===== config.mk =====
export PLATFORM = sky130hd
export DESIGN_NAME = pc_sequencer_flat
export DESIGN_NICKNAME = d
export VERILOG_FILES = /design/src/rtl/pc_sequencer_if.sv /design/src/rtl/pc_sequencer.sv /design/src/flat_wrapper.sv
export SDC_FILE = /design/constraint.sdc
export NUM_CORES = 1
export LEC_CHECK = 0
export CORE_ASPECT_RATIO = 0.7
export CORE_MARGIN = 2
export CORE_UTILIZATION = 40
export CTS_BUF_LIST = sky130_fd_sc_hd__clkbuf_16
export CTS_CLUSTER_DIAMETER = 50
export DETAILED_ROUTE_END_ITERATION = 7
export PLACE_DENSITY = 0.67
export SLEW_MARGIN = 0
export SYNTH_ARGS = -nofsm -noshare
export SYNTH_HDL_FRONTEND = slang
export SYNTH_SLANG_ARGS = --single-unit

===== constraint.sdc =====
create_clock -name clka -period 4.7 [get_ports clka]
set_input_delay 1.175 -clock clka [delete_from_list [all_inputs] [get_ports clka]]
set_output_delay 1.175 -clock clka [all_outputs]
set_load 0.02 [all_outputs]

===== src/rtl/pc_sequencer_if.sv =====
// rtl/pc_sequencer_if.sv - Handshake/bus bundle between pc_sequencer and its environment
// Purpose: groups instruction-memory, decode, PC-block and status signals of the
//          PC sequencer so they travel as one port.
// Ports (master = sequencer side):
//   in : imem_ready, opcode[OPC_BITS], cond_true, pc_in[PC_BITS]
//   out: ir_load, pc_latch_data, pc_ctl[2], ret_sel, ret_addr[PC_BITS],
//        sp[clog2(STACK_DEPTH)+1], halted, fault
interface pc_sequencer_if #(
   parameter int PC_BITS     = 6,
   parameter int OPC_BITS    = 3,
   parameter int STACK_DEPTH = 4
);
   localparam int SP_BITS = $clog2(STACK_DEPTH) + 1;

   logic                imem_ready;
   logic [OPC_BITS-1:0] opcode;
   logic                cond_true;
   logic [PC_BITS-1:0]  pc_in;
   logic                ir_load;
   logic                pc_latch_data;
   logic [1:0]          pc_ctl;
   logic                ret_sel;
   logic [PC_BITS-1:0]  ret_addr;
   logic [SP_BITS-1:0]  sp;
   logic                halted;
   logic                fault;

   modport master (
      input  imem_ready, opcode, cond_true, pc_in,
      output ir_load, pc_latch_data, pc_ctl, ret_sel, ret_addr, sp, halted, fault
   );

   modport slave (
      output imem_ready, opcode, cond_true, pc_in,
      input  ir_load, pc_latch_data, pc_ctl, ret_sel, ret_addr, sp, halted, fault
   );
endinterface


===== src/rtl/pc_sequencer.sv =====
// rtl/pc_sequencer.sv - Fetch/execute controller for the program counter
// Purpose: steps each instruction through FETCH -> EXEC -> UPDATE, issues the PC
//          update strobe/control in UPDATE and keeps a return-address stack for
//          CALL/RET. HALT and stack overflow/underflow park the controller until reset.
// Ports:
//   clka  : system clock, rising edge
//   reset : synchronous, active-high
//   bus   : pc_sequencer_if.master (imem_ready/opcode/cond_true/pc_in in;
//           ir_load, pc_latch_data, pc_ctl, ret_sel, ret_addr, sp, halted, fault out)
module pc_sequencer #(
   parameter int PC_BITS     = 6,
   parameter int OPC_BITS    = 3,
   parameter int STACK_DEPTH = 4
) (
   input logic            clka,
   input logic            reset,
   pc_sequencer_if.master bus
);
   localparam int SP_BITS  = $clog2(STACK_DEPTH) + 1;
   localparam int IDX_BITS = $clog2(STACK_DEPTH);

   localparam logic [OPC_BITS-1:0] OP_BRANCH = OPC_BITS'(1);
   localparam logic [OPC_BITS-1:0] OP_JMPI   = OPC_BITS'(2);
   localparam logic [OPC_BITS-1:0] OP_JMPR   = OPC_BITS'(3);
   localparam logic [OPC_BITS-1:0] OP_CALL   = OPC_BITS'(4);
   localparam logic [OPC_BITS-1:0] OP_RET    = OPC_BITS'(5);
   localparam logic [OPC_BITS-1:0] OP_HALT   = OPC_BITS'(6);

   localparam logic [1:0] CTL_INC  = 2'b00;
   localparam logic [1:0] CTL_IMM  = 2'b01;
   localparam logic [1:0] CTL_REG  = 2'b10;
   localparam logic [1:0] CTL_HOLD = 2'b11;

   typedef enum logic [2:0] {
      S_FETCH,
      S_EXEC,
      S_UPDATE,
      S_HALT,
      S_FAULT
   } state_t;

   state_t             state_q, state_d;
   logic               pc_latch_data_q, pc_latch_data_d;
   logic [1:0]         pc_ctl_q, pc_ctl_d;
   logic               ret_sel_q, ret_sel_d;
   logic [PC_BITS-1:0] ret_addr_q, ret_addr_d;
   logic [SP_BITS-1:0] sp_q, sp_d;
   logic               halted_q, halted_d;
   logic               fault_q, fault_d;
   logic [PC_BITS-1:0] stack_q [STACK_DEPTH];
   logic [PC_BITS-1:0] stack_d [STACK_DEPTH];

   // Decision is taken in EXEC and registered so it is presented during UPDATE;
   // every other state falls back to hold with no strobe.
   always_comb begin
      state_d         = state_q;
      pc_latch_data_d = 1'b0;
      pc_ctl_d        = CTL_HOLD;
      ret_sel_d       = 1'b0;
      ret_addr_d      = ret_addr_q;
      sp_d            = sp_q;
      halted_d        = halted_q;
      fault_d         = fault_q;
      stack_d         = stack_q;

      case (state_q)
         S_FETCH: begin
            if (bus.imem_ready) state_d = S_EXEC;
         end
         S_EXEC: begin
            state_d         = S_UPDATE;
            pc_latch_data_d = 1'b1;
            case (bus.opcode)
               OP_BRANCH: pc_ctl_d = bus.cond_true ? CTL_IMM : CTL_INC;
               OP_JMPI:   pc_ctl_d = CTL_IMM;
               OP_JMPR:   pc_ctl_d = CTL_REG;
               OP_CALL: begin
                  if (sp_q == SP_BITS'(STACK_DEPTH)) begin
                     state_d         = S_FAULT;
                     pc_latch_data_d = 1'b0;
                     fault_d         = 1'b1;
                  end else begin
                     pc_ctl_d                  = CTL_IMM;
                     // Return address wraps naturally at 2^PC_BITS.
                     stack_d[IDX_BITS'(sp_q)]  = bus.pc_in + PC_BITS'(1);
                     sp_d                      = sp_q + SP_BITS'(1);
                  end
               end
               OP_RET: begin
                  if (sp_q == '0) begin
                     state_d         = S_FAULT;
                     pc_latch_data_d = 1'b0;
                     fault_d         = 1'b1;
                  end else begin
                     pc_ctl_d   = CTL_REG;
                     ret_sel_d  = 1'b1;
                     ret_addr_d = stack_q[IDX_BITS'(sp_q - SP_BITS'(1))];
                     sp_d       = sp_q - SP_BITS'(1);
                  end
               end
               OP_HALT: begin
                  state_d         = S_HALT;
                  pc_latch_data_d = 1'b0;
                  halted_d        = 1'b1;
               end
               default:   pc_ctl_d = CTL_INC;   // ALU/NOP and reserved
            endcase
         end
         S_UPDATE: state_d = S_FETCH;
         S_HALT:   state_d = S_HALT;
         S_FAULT:  state_d = S_FAULT;
         default:  state_d = S_FETCH;
      endcase
   end

   always_ff @(posedge clka) begin
      if (reset) begin
         state_q         <= S_FETCH;
         pc_latch_data_q <= 1'b0;
         pc_ctl_q        <= CTL_HOLD;
         ret_sel_q       <= 1'b0;
         ret_addr_q      <= '0;
         sp_q            <= '0;
         halted_q        <= 1'b0;
         fault_q         <= 1'b0;
      end else begin
         state_q         <= state_d;
         pc_latch_data_q <= pc_latch_data_d;
         pc_ctl_q        <= pc_ctl_d;
         ret_sel_q       <= ret_sel_d;
         ret_addr_q      <= ret_addr_d;
         sp_q            <= sp_d;
         halted_q        <= halted_d;
         fault_q         <= fault_d;
         // Stack contents need no reset: sp=0 makes every slot dead.
         stack_q         <= stack_d;
      end
   end

   assign bus.ir_load       = (state_q == S_FETCH) && bus.imem_ready;
   assign bus.pc_latch_data = pc_latch_data_q;
   assign bus.pc_ctl        = pc_ctl_q;
   assign bus.ret_sel       = ret_sel_q;
   assign bus.ret_addr      = ret_addr_q;
   assign bus.sp            = sp_q;
   assign bus.halted        = halted_q;
   assign bus.fault         = fault_q;
endmodule


===== src/flat_wrapper.sv =====
// flat-port wrapper written by rule: the top's interface ports become plain ports
module pc_sequencer_flat 
#(
   parameter int PC_BITS     = 6,
   parameter int OPC_BITS    = 3,
   parameter int STACK_DEPTH = 4
)
  (clka, reset, bus_imem_ready, bus_opcode, bus_cond_true, bus_pc_in, bus_ir_load, bus_pc_latch_data, bus_pc_ctl, bus_ret_sel, bus_ret_addr, bus_sp, bus_halted, bus_fault);
  pc_sequencer_if #(.PC_BITS(PC_BITS), .OPC_BITS(OPC_BITS), .STACK_DEPTH(STACK_DEPTH)) bus_i ();
  input logic clka;
  input logic reset;
  input wire logic [$bits(bus_i.imem_ready)-1:0] bus_imem_ready;
  input wire logic [$bits(bus_i.opcode)-1:0] bus_opcode;
  input wire logic [$bits(bus_i.cond_true)-1:0] bus_cond_true;
  input wire logic [$bits(bus_i.pc_in)-1:0] bus_pc_in;
  output wire logic [$bits(bus_i.ir_load)-1:0] bus_ir_load;
  output wire logic [$bits(bus_i.pc_latch_data)-1:0] bus_pc_latch_data;
  output wire logic [$bits(bus_i.pc_ctl)-1:0] bus_pc_ctl;
  output wire logic [$bits(bus_i.ret_sel)-1:0] bus_ret_sel;
  output wire logic [$bits(bus_i.ret_addr)-1:0] bus_ret_addr;
  output wire logic [$bits(bus_i.sp)-1:0] bus_sp;
  output wire logic [$bits(bus_i.halted)-1:0] bus_halted;
  output wire logic [$bits(bus_i.fault)-1:0] bus_fault;
  assign bus_i.imem_ready = bus_imem_ready;
  assign bus_i.opcode = bus_opcode;
  assign bus_i.cond_true = bus_cond_true;
  assign bus_i.pc_in = bus_pc_in;
  assign bus_ir_load = bus_i.ir_load;
  assign bus_pc_latch_data = bus_i.pc_latch_data;
  assign bus_pc_ctl = bus_i.pc_ctl;
  assign bus_ret_sel = bus_i.ret_sel;
  assign bus_ret_addr = bus_i.ret_addr;
  assign bus_sp = bus_i.sp;
  assign bus_halted = bus_i.halted;
  assign bus_fault = bus_i.fault;
  pc_sequencer #(.PC_BITS(PC_BITS), .OPC_BITS(OPC_BITS), .STACK_DEPTH(STACK_DEPTH)) u_core (.clka(clka), .reset(reset), .bus(bus_i));
endmodule

==> impl_metrics.tcl, run 1 <==
set metrics [dict create \
    drive_above_1_share_pct 11.5 \
    fin_crit_sh_pct 80.0 \
    vdd_drop_max_v 0.000222 \
    fin_nets 183 \
    rr_endpoint "u_core.stack_q[1]" \
    seq_area_frac_synth_pct 58.7 \
    core_region_area_sq_um 4380 \
    tightest_slew_ns 0.623 \
    grt_pass1_wl_um 5490 \
    grtUsageTotal_pct 14.6 \
    clock_latency_ns 0.28 \
    criticalPathCategory "input port to primary output" \
    die_x_um 85.1 \
    arrival_ns 2.59 \
    p_leak_nw 0.869 \
    ant_nets 0 \
    power.density_nw_per_um2 383 \
    clockBufferDepth 2 \
    crit_path_end_kind "primary output" \
    min_from "u_core.bus.halted" \
    io_buffers 28 \
    cts_hold_buf 0 \
    report.final.hold_viol_count 0 \
    syn-cell-area_sq_um 1840 \
    routedLengthMet1_um 1690 \
    fillers 357 \
    routed_wl_um 3350 \
    fp-row-count 20 \
    via_per_inst 5.07 \
    max_freq_mhz 266 \
    required_ns 3.52 \
    top_layer "met4" \
    cts_resized 0 \
    fin_setup_tns_ns 0 \
    met3_length_um 121 \
    cts.clk_slew.worst_paths_ns 0.06 \
    htree_levels 2 \
    status "finished clean" \
    final_cell_mix "28 x clkdlybuf4s50_1, 24 x edfxtp_1, 18 x dfxtp_1" \
    regArea_sq_um 1080 \
    start_util_pct 42.0 \
    cp_max_fo 2 \
    synth_cell_types 34 \
    cts_buffers 5 \
    r2r_start "u_core.bus.sp[0]" \
    syn_avg_cell_area_sq_um 13.6 \
    cts_tree "yes" \
    pin_count 29 \
    layout_commonest_cell "clkdlybuf4s50_1" \
    cts_root_buf "clkbuf_16" \
    grt_max_degree 18 \
    cts_sinks 42 \
    r2r_cells 4 \
    drt_pre_antenna_iters 4 \
    rsz0062_at_grt "false" \
    wl_per_cell_um 15.2 \
    via_count 1115 \
    slew_violations 0 \
    hold_depth 2 \
    placed_area_sq_um 2160 \
    drtIter0Drc 77 \
    whs_endpoint "u_core.bus.halted" \
    hpwl_um 2420 \
    synth-seq-cells 42 \
    min_path_type "flop to flop" \
    die_area_sq_um 5170 \
    syn2layout_area_growth_pct 27.5 \
    setup_viol 0 \
    drc 0 \
    overflow 0 \
    multiInputGateArea_sq_um 712 \
    startpoint_type "input port" \
    max-slew-margin-rel_pct 58.2 \
    post_cts_buffers 0 \
    met2WireLength_um 1500 \
    clock_skew_ns 0.00720 \
    dieHeight_um 60.8 \
    drv_cap 0 \
    yosys_warnings 0 \
    rrSetupSlack_ns 2.18 \
    antenna_cells 0 \
    syn_nets 154 \
    antenna_found_initial 0 \
    grt_pass1_vias 1073 \
    syn_inst 135 \
    final.min_clock_period_ns 3.76 \
    final_area_sq_um 2350 \
    gp_congestion 0.745 \
]
-- where the power goes --
part           total, mW  switching, mW  internal (mW)
Sequential         0.400        0.00488          0.395
Clock              0.436          0.133          0.302
Combinational     0.0634         0.0325         0.0309
-- Yosys cell counts --
| library cell | n | area (sq um) |
|---|---|---|
| edfxtp_1 | 24 | 721 |
| dfxtp_1 | 18 | 360 |
| nor2_1 | 13 | 48.8 |
| a21oi_1 | 6 | 30.0 |
| ha_1 | 6 | 75.1 |
| mux2i_1 | 6 | 60.1 |
| mux4_2 | 6 | 135 |
| and3_1 | 5 | 31.3 |
| a211oi_1 | 4 | 30.0 |
| inv_1 | 4 | 15.0 |
| nand2b_1 | 4 | 25.0 |
| xor2_1 | 4 | 35.0 |
| xnor2_1 | 3 | 26.3 |
| buf_2 | 2 | 10.0 |
| clkbuf_1 | 2 | 7.51 |
| nand2_1 | 2 | 7.51 |
| nand3_1 | 2 | 10.0 |
| nand3b_1 | 2 | 15.0 |
| nor2b_1 | 2 | 12.5 |
| nor3_1 | 2 | 10.0 |
| nor3b_1 | 2 | 15.0 |
| o21ai_0 | 2 | 10.0 |
| o22ai_1 | 2 | 12.5 |
| or2b_1 | 2 | 15.0 |
| a2111oi_4 | 1 | 27.5 |
| a21boi_0 | 1 | 7.51 |
| a31o_1 | 1 | 8.76 |
| and3b_2 | 1 | 10.0 |
| and4b_2 | 1 | 11.3 |
| buf_1 | 1 | 3.75 |
| buf_6 | 1 | 11.3 |
| mux2_2 | 1 | 11.3 |
| nand4b_2 | 1 | 15.0 |
| xor2_2 | 1 | 16.3 |
-- kinds of logic (layout without fill, tap and decap cells) --
kind of cell    count (synthesis)  after routing  share of synthesized area [%]
xor+xnor                        8              8                           4.22
buf+inv                        10             40                           2.58
fa+ha+maj                       6              6                           4.08
compound gates                 17             17                           6.87
flops                          42             42                           58.7
mux                            13             13                           11.2
simple gates                   39             39                           12.3
-- critical path: stages --
cell and delay (ns):
clkdlybuf4s50_1 0.44, nor2b_1 0.15, nor3b_1 0.19, clkdlybuf4s50_1 0.63
-- worst max-delay path by stage --
stage,from,end,cells past startpoint
after floorplan,bus_imem_ready,bus_ir_load,2
after global placement,bus_imem_ready,bus_ir_load,4
after detailed placement,bus_imem_ready,bus_ir_load,4
after CTS,bus_imem_ready,bus_ir_load,4
after global routing,bus_imem_ready,bus_ir_load,4
final,bus_imem_ready,bus_ir_load,4
-- through the flow --
stage	hold WS, ns	cells	setup WS [ns]	util (%)	power (mW)
final	0.481	220	0.939	53.6	0.899
after global routing	0.532	220	0.822	53.6	0.929
after CTS	0.484	220	0.927	53.6	0.909
after detailed placement	0.468	212	0.927	49.3	0.471
after global placement	0.456	212	0.948	49.3	0.469
after floorplan	0.456	135	1.68	-	0.446
-- cell type report --
| class | count | area share (%) |
|---|---|---|
| clock buffer | 5 | 5.33 |
| clock inverter | 3 | 2.72 |
| inverter | 4 | 0.640 |
| multi-input combinational | 83 | 30.3 |
| sequential | 42 | 46.1 |
| tap | 55 | 2.93 |
| timing repair buffer | 28 | 11.9 |
-- metal layers --
layer / up-vias / track usage (%)
met5: - / 0
li1: 552 / -
met2: 18 / 22.8
met3: 3 / 5.03
met1: 542 / 19.3
met4: 0 / 5.44
-- registers in the layout, summed over array words and instances, names as in the netlist --
signal,count
u_core.bus.halted,1
u_core.bus.sp,3
u_core.bus.ret_sel,1
u_core.bus.ret_addr,6
u_core.state_q,3
u_core.stack_q,24
u_core.bus.fault,1
u_core.bus.pc_ctl,2
u_core.bus.pc_latch_data,1
Note: power is estimated with default switching activity, not from simulation.
==> inputs of run 2 (changes only) <==
==> constraint.sdc (replaced) <==
create_clock -name clka -period 3.7 [get_ports clka]
set_input_delay 0.925 -clock clka [delete_from_list [all_inputs] [get_ports clka]]
set_output_delay 0.925 -clock clka [all_outputs]
set_load 0.02 [all_outputs]
==> run 2 against run 1 <==
Effect of this change:
- utilization is 0.86 points lower
- sequential power grew 27%
- final cell count up 0.91%
- wire length rose by 6.3%
- non-clock buffer count rose by 2
- worst setup slack lost 0.52 ns
- clock power down 8.9%
- global-route usage up 0.56 points
- sequential share of layout area rose by 0.75 points
- worst hold slack improved by 0.0064 ns
- first-iteration DRC count decreased by 22%
- largest power group is now sequential cells
==> impl_metrics.tcl, run 2 (synthesis results as in run 1) <==
set metrics [dict create \
    status "finished clean" \
    ant_nets 0 \
    startpoint "bus_imem_ready" \
    criticalPathCategory "input port to primary output" \
    p_leak_nw 0.866 \
    layout_commonest_cell "clkdlybuf4s50_1" \
    whs_endpoint "u_core.bus.fault" \
    rrSetupSlack_ns 1.46 \
    pwr-share-comb_pct 8.7 \
    fillers 368 \
    fin_setup_tns_ns 0 \
    min_from "u_core.bus.fault" \
    drc 0 \
    hold_depth 2 \
    crit_path_end_kind "primary output" \
    report.final.hold_viol_count 0 \
    clock_latency_ns 0.28 \
    syn2layout_area_growth_pct 25.4 \
    p_clk_share_pct 40.1 \
    htree_levels 2 \
    slew_violations 0 \
    startpoint_type "input port" \
    power.density_nw_per_um2 428 \
    dieHeight_um 60.8 \
    drive_above_1_share_pct 11.4 \
    grt_pass1_vias 1131 \
    io_buffers 28 \
    p_seq_share_pct 51.2 \
    arrival_ns 2.35 \
    largest_reg_flops 24 \
    fin_nets 185 \
    cts_root_buf "clkbuf_16" \
    tightest_slew_ns 0.680 \
    die_x_um 85.1 \
    final.min_clock_period_ns 3.28 \
    regArea_sq_um 1080 \
    max_freq_mhz 305 \
    setup_viol 0 \
    switching_share_pct 20.7 \
    die_area_sq_um 5170 \
    final_cell_mix "28 x clkdlybuf4s50_1, 24 x edfxtp_1, 18 x dfxtp_1" \
    fp-row-count 20 \
    grtUsageTotal_pct 15.2 \
    wl_per_cell_um 16.0 \
    cts_sinks 42 \
    via_count 1159 \
    fin_crit_sh_pct 88.6 \
    start_util_pct 42.0 \
    hpwl_um 2630 \
    required_ns 2.77 \
    via_per_inst 5.22 \
    regMostFlops "u_core.stack_q" \
    r2r_start "u_core.bus.sp[0]" \
    clock_skew_ns 0.00456 \
    clockBufferDepth 2 \
    grt_max_degree 17 \
    gp_congestion 0.760 \
    core_region_area_sq_um 4380 \
    drv_cap 0 \
    min_path_type "flop to flop" \
    grt_pass1_wl_um 5680 \
    rsz0062_at_grt "false" \
    overflow 0 \
    antenna_found_initial 0 \
    cts_resized 0 \
    max-slew-margin-rel_pct 54.3 \
    cp_max_fo 2 \
    post_cts_buffers 0 \
    cts_tree "yes" \
    power.internal_mw 0.784 \
    rr_endpoint "u_core.stack_q[17]" \
    fin_util_pct 52.7 \
    r2r_cells 5 \
    cts_hold_buf 0 \
    cts_buffers 5 \
    antenna_cells 0 \
    p_switching_mw 0.205 \
    multiInputGateArea_sq_um 712 \
    routed_wl_um 3560 \
    drt_pre_antenna_iters 4 \
    cts.clk_slew.worst_paths_ns 0.05 \
    vdd_drop_max_v 0.000327 \
    pin_count 29 \
    drtIter0Drc 60 \
]
[run 2: changes by cell type in the layout (fill, tap and decap cells not counted), sizes merged]
cell    change
buf         +2
inv         +3
clkinv      -1
bufinv      -2
[run 2: metrics by stage]
stage	hold slack, ns	instance area (sq um)	setup slack (ns)	power (mW)	std cells
finish	0.488	2310	0.421	0.989	222
global route	0.497	2310	0.365	1.03	222
CTS	0.482	2310	0.412	0.998	222
detailed placement	0.467	2170	0.408	0.602	214
global placement	0.457	2170	0.441	0.598	214
floorplan	0.456	1840	1.18	0.566	135
[run 2: critical path, cell delays in order]
cell,delay [ns]
clkdlybuf4s50_1,0.44
nor2b_1,0.17
nor3b_1,0.19
clkdlybuf4s50_1,0.63
[run 2: area by class of cell]
type / count / share of cell area [%]
inverters: 4 / 0.650
repair buffers: 30 / 12.8
clock buffers: 5 / 5.42
clock inverters: 3 / 0.488
multi-input cells: 83 / 30.8
well taps: 55 / 2.98
flip-flops and latches: 42 / 46.8
[run 2: routing by layer]
layer,share of wire [%],GRT usage (%),up-vias
met3,4.3,4.22,6
met2,44,23.4,29
li1,-,-,560
met4,1.8,7.48,0
met5,0,0,-
met1,50,20.2,564
[run 2: power groups by stage]
stage | registers, mW | logic (mW) | clock network, mW
floorplan | 0.519 | 0.0470 | 0
global placement | 0.516 | 0.0827 | 0
detailed placement | 0.516 | 0.0854 | 0
CTS | 0.506 | 0.0860 | 0.406
global route | 0.507 | 0.0922 | 0.428
finish | 0.506 | 0.0859 | 0.397
[run 2: worst max-delay path by stage]
stage	end	cells past startpoint
finish	bus_ir_load	4
global route	bus_ir_load	4
CTS	bus_ir_load	4
detailed placement	bus_ir_load	4
global placement	bus_ir_load	4
floorplan	bus_ir_load	2
==> inputs of run 3 (changes only) <==
--- a/config.mk
+++ b/config.mk
@@ -9,7 +9,7 @@
 export CORE_MARGIN = 2
 export CORE_UTILIZATION = 40
 export CTS_BUF_LIST = sky130_fd_sc_hd__clkbuf_16
-export CTS_CLUSTER_DIAMETER = 50
+export CTS_CLUSTER_DIAMETER = 40
 export DETAILED_ROUTE_END_ITERATION = 7
 export PLACE_DENSITY = 0.67
 export SLEW_MARGIN = 0
==> results of run 3 <==
Final layout, timing and power as in run 2 (identical DEF).
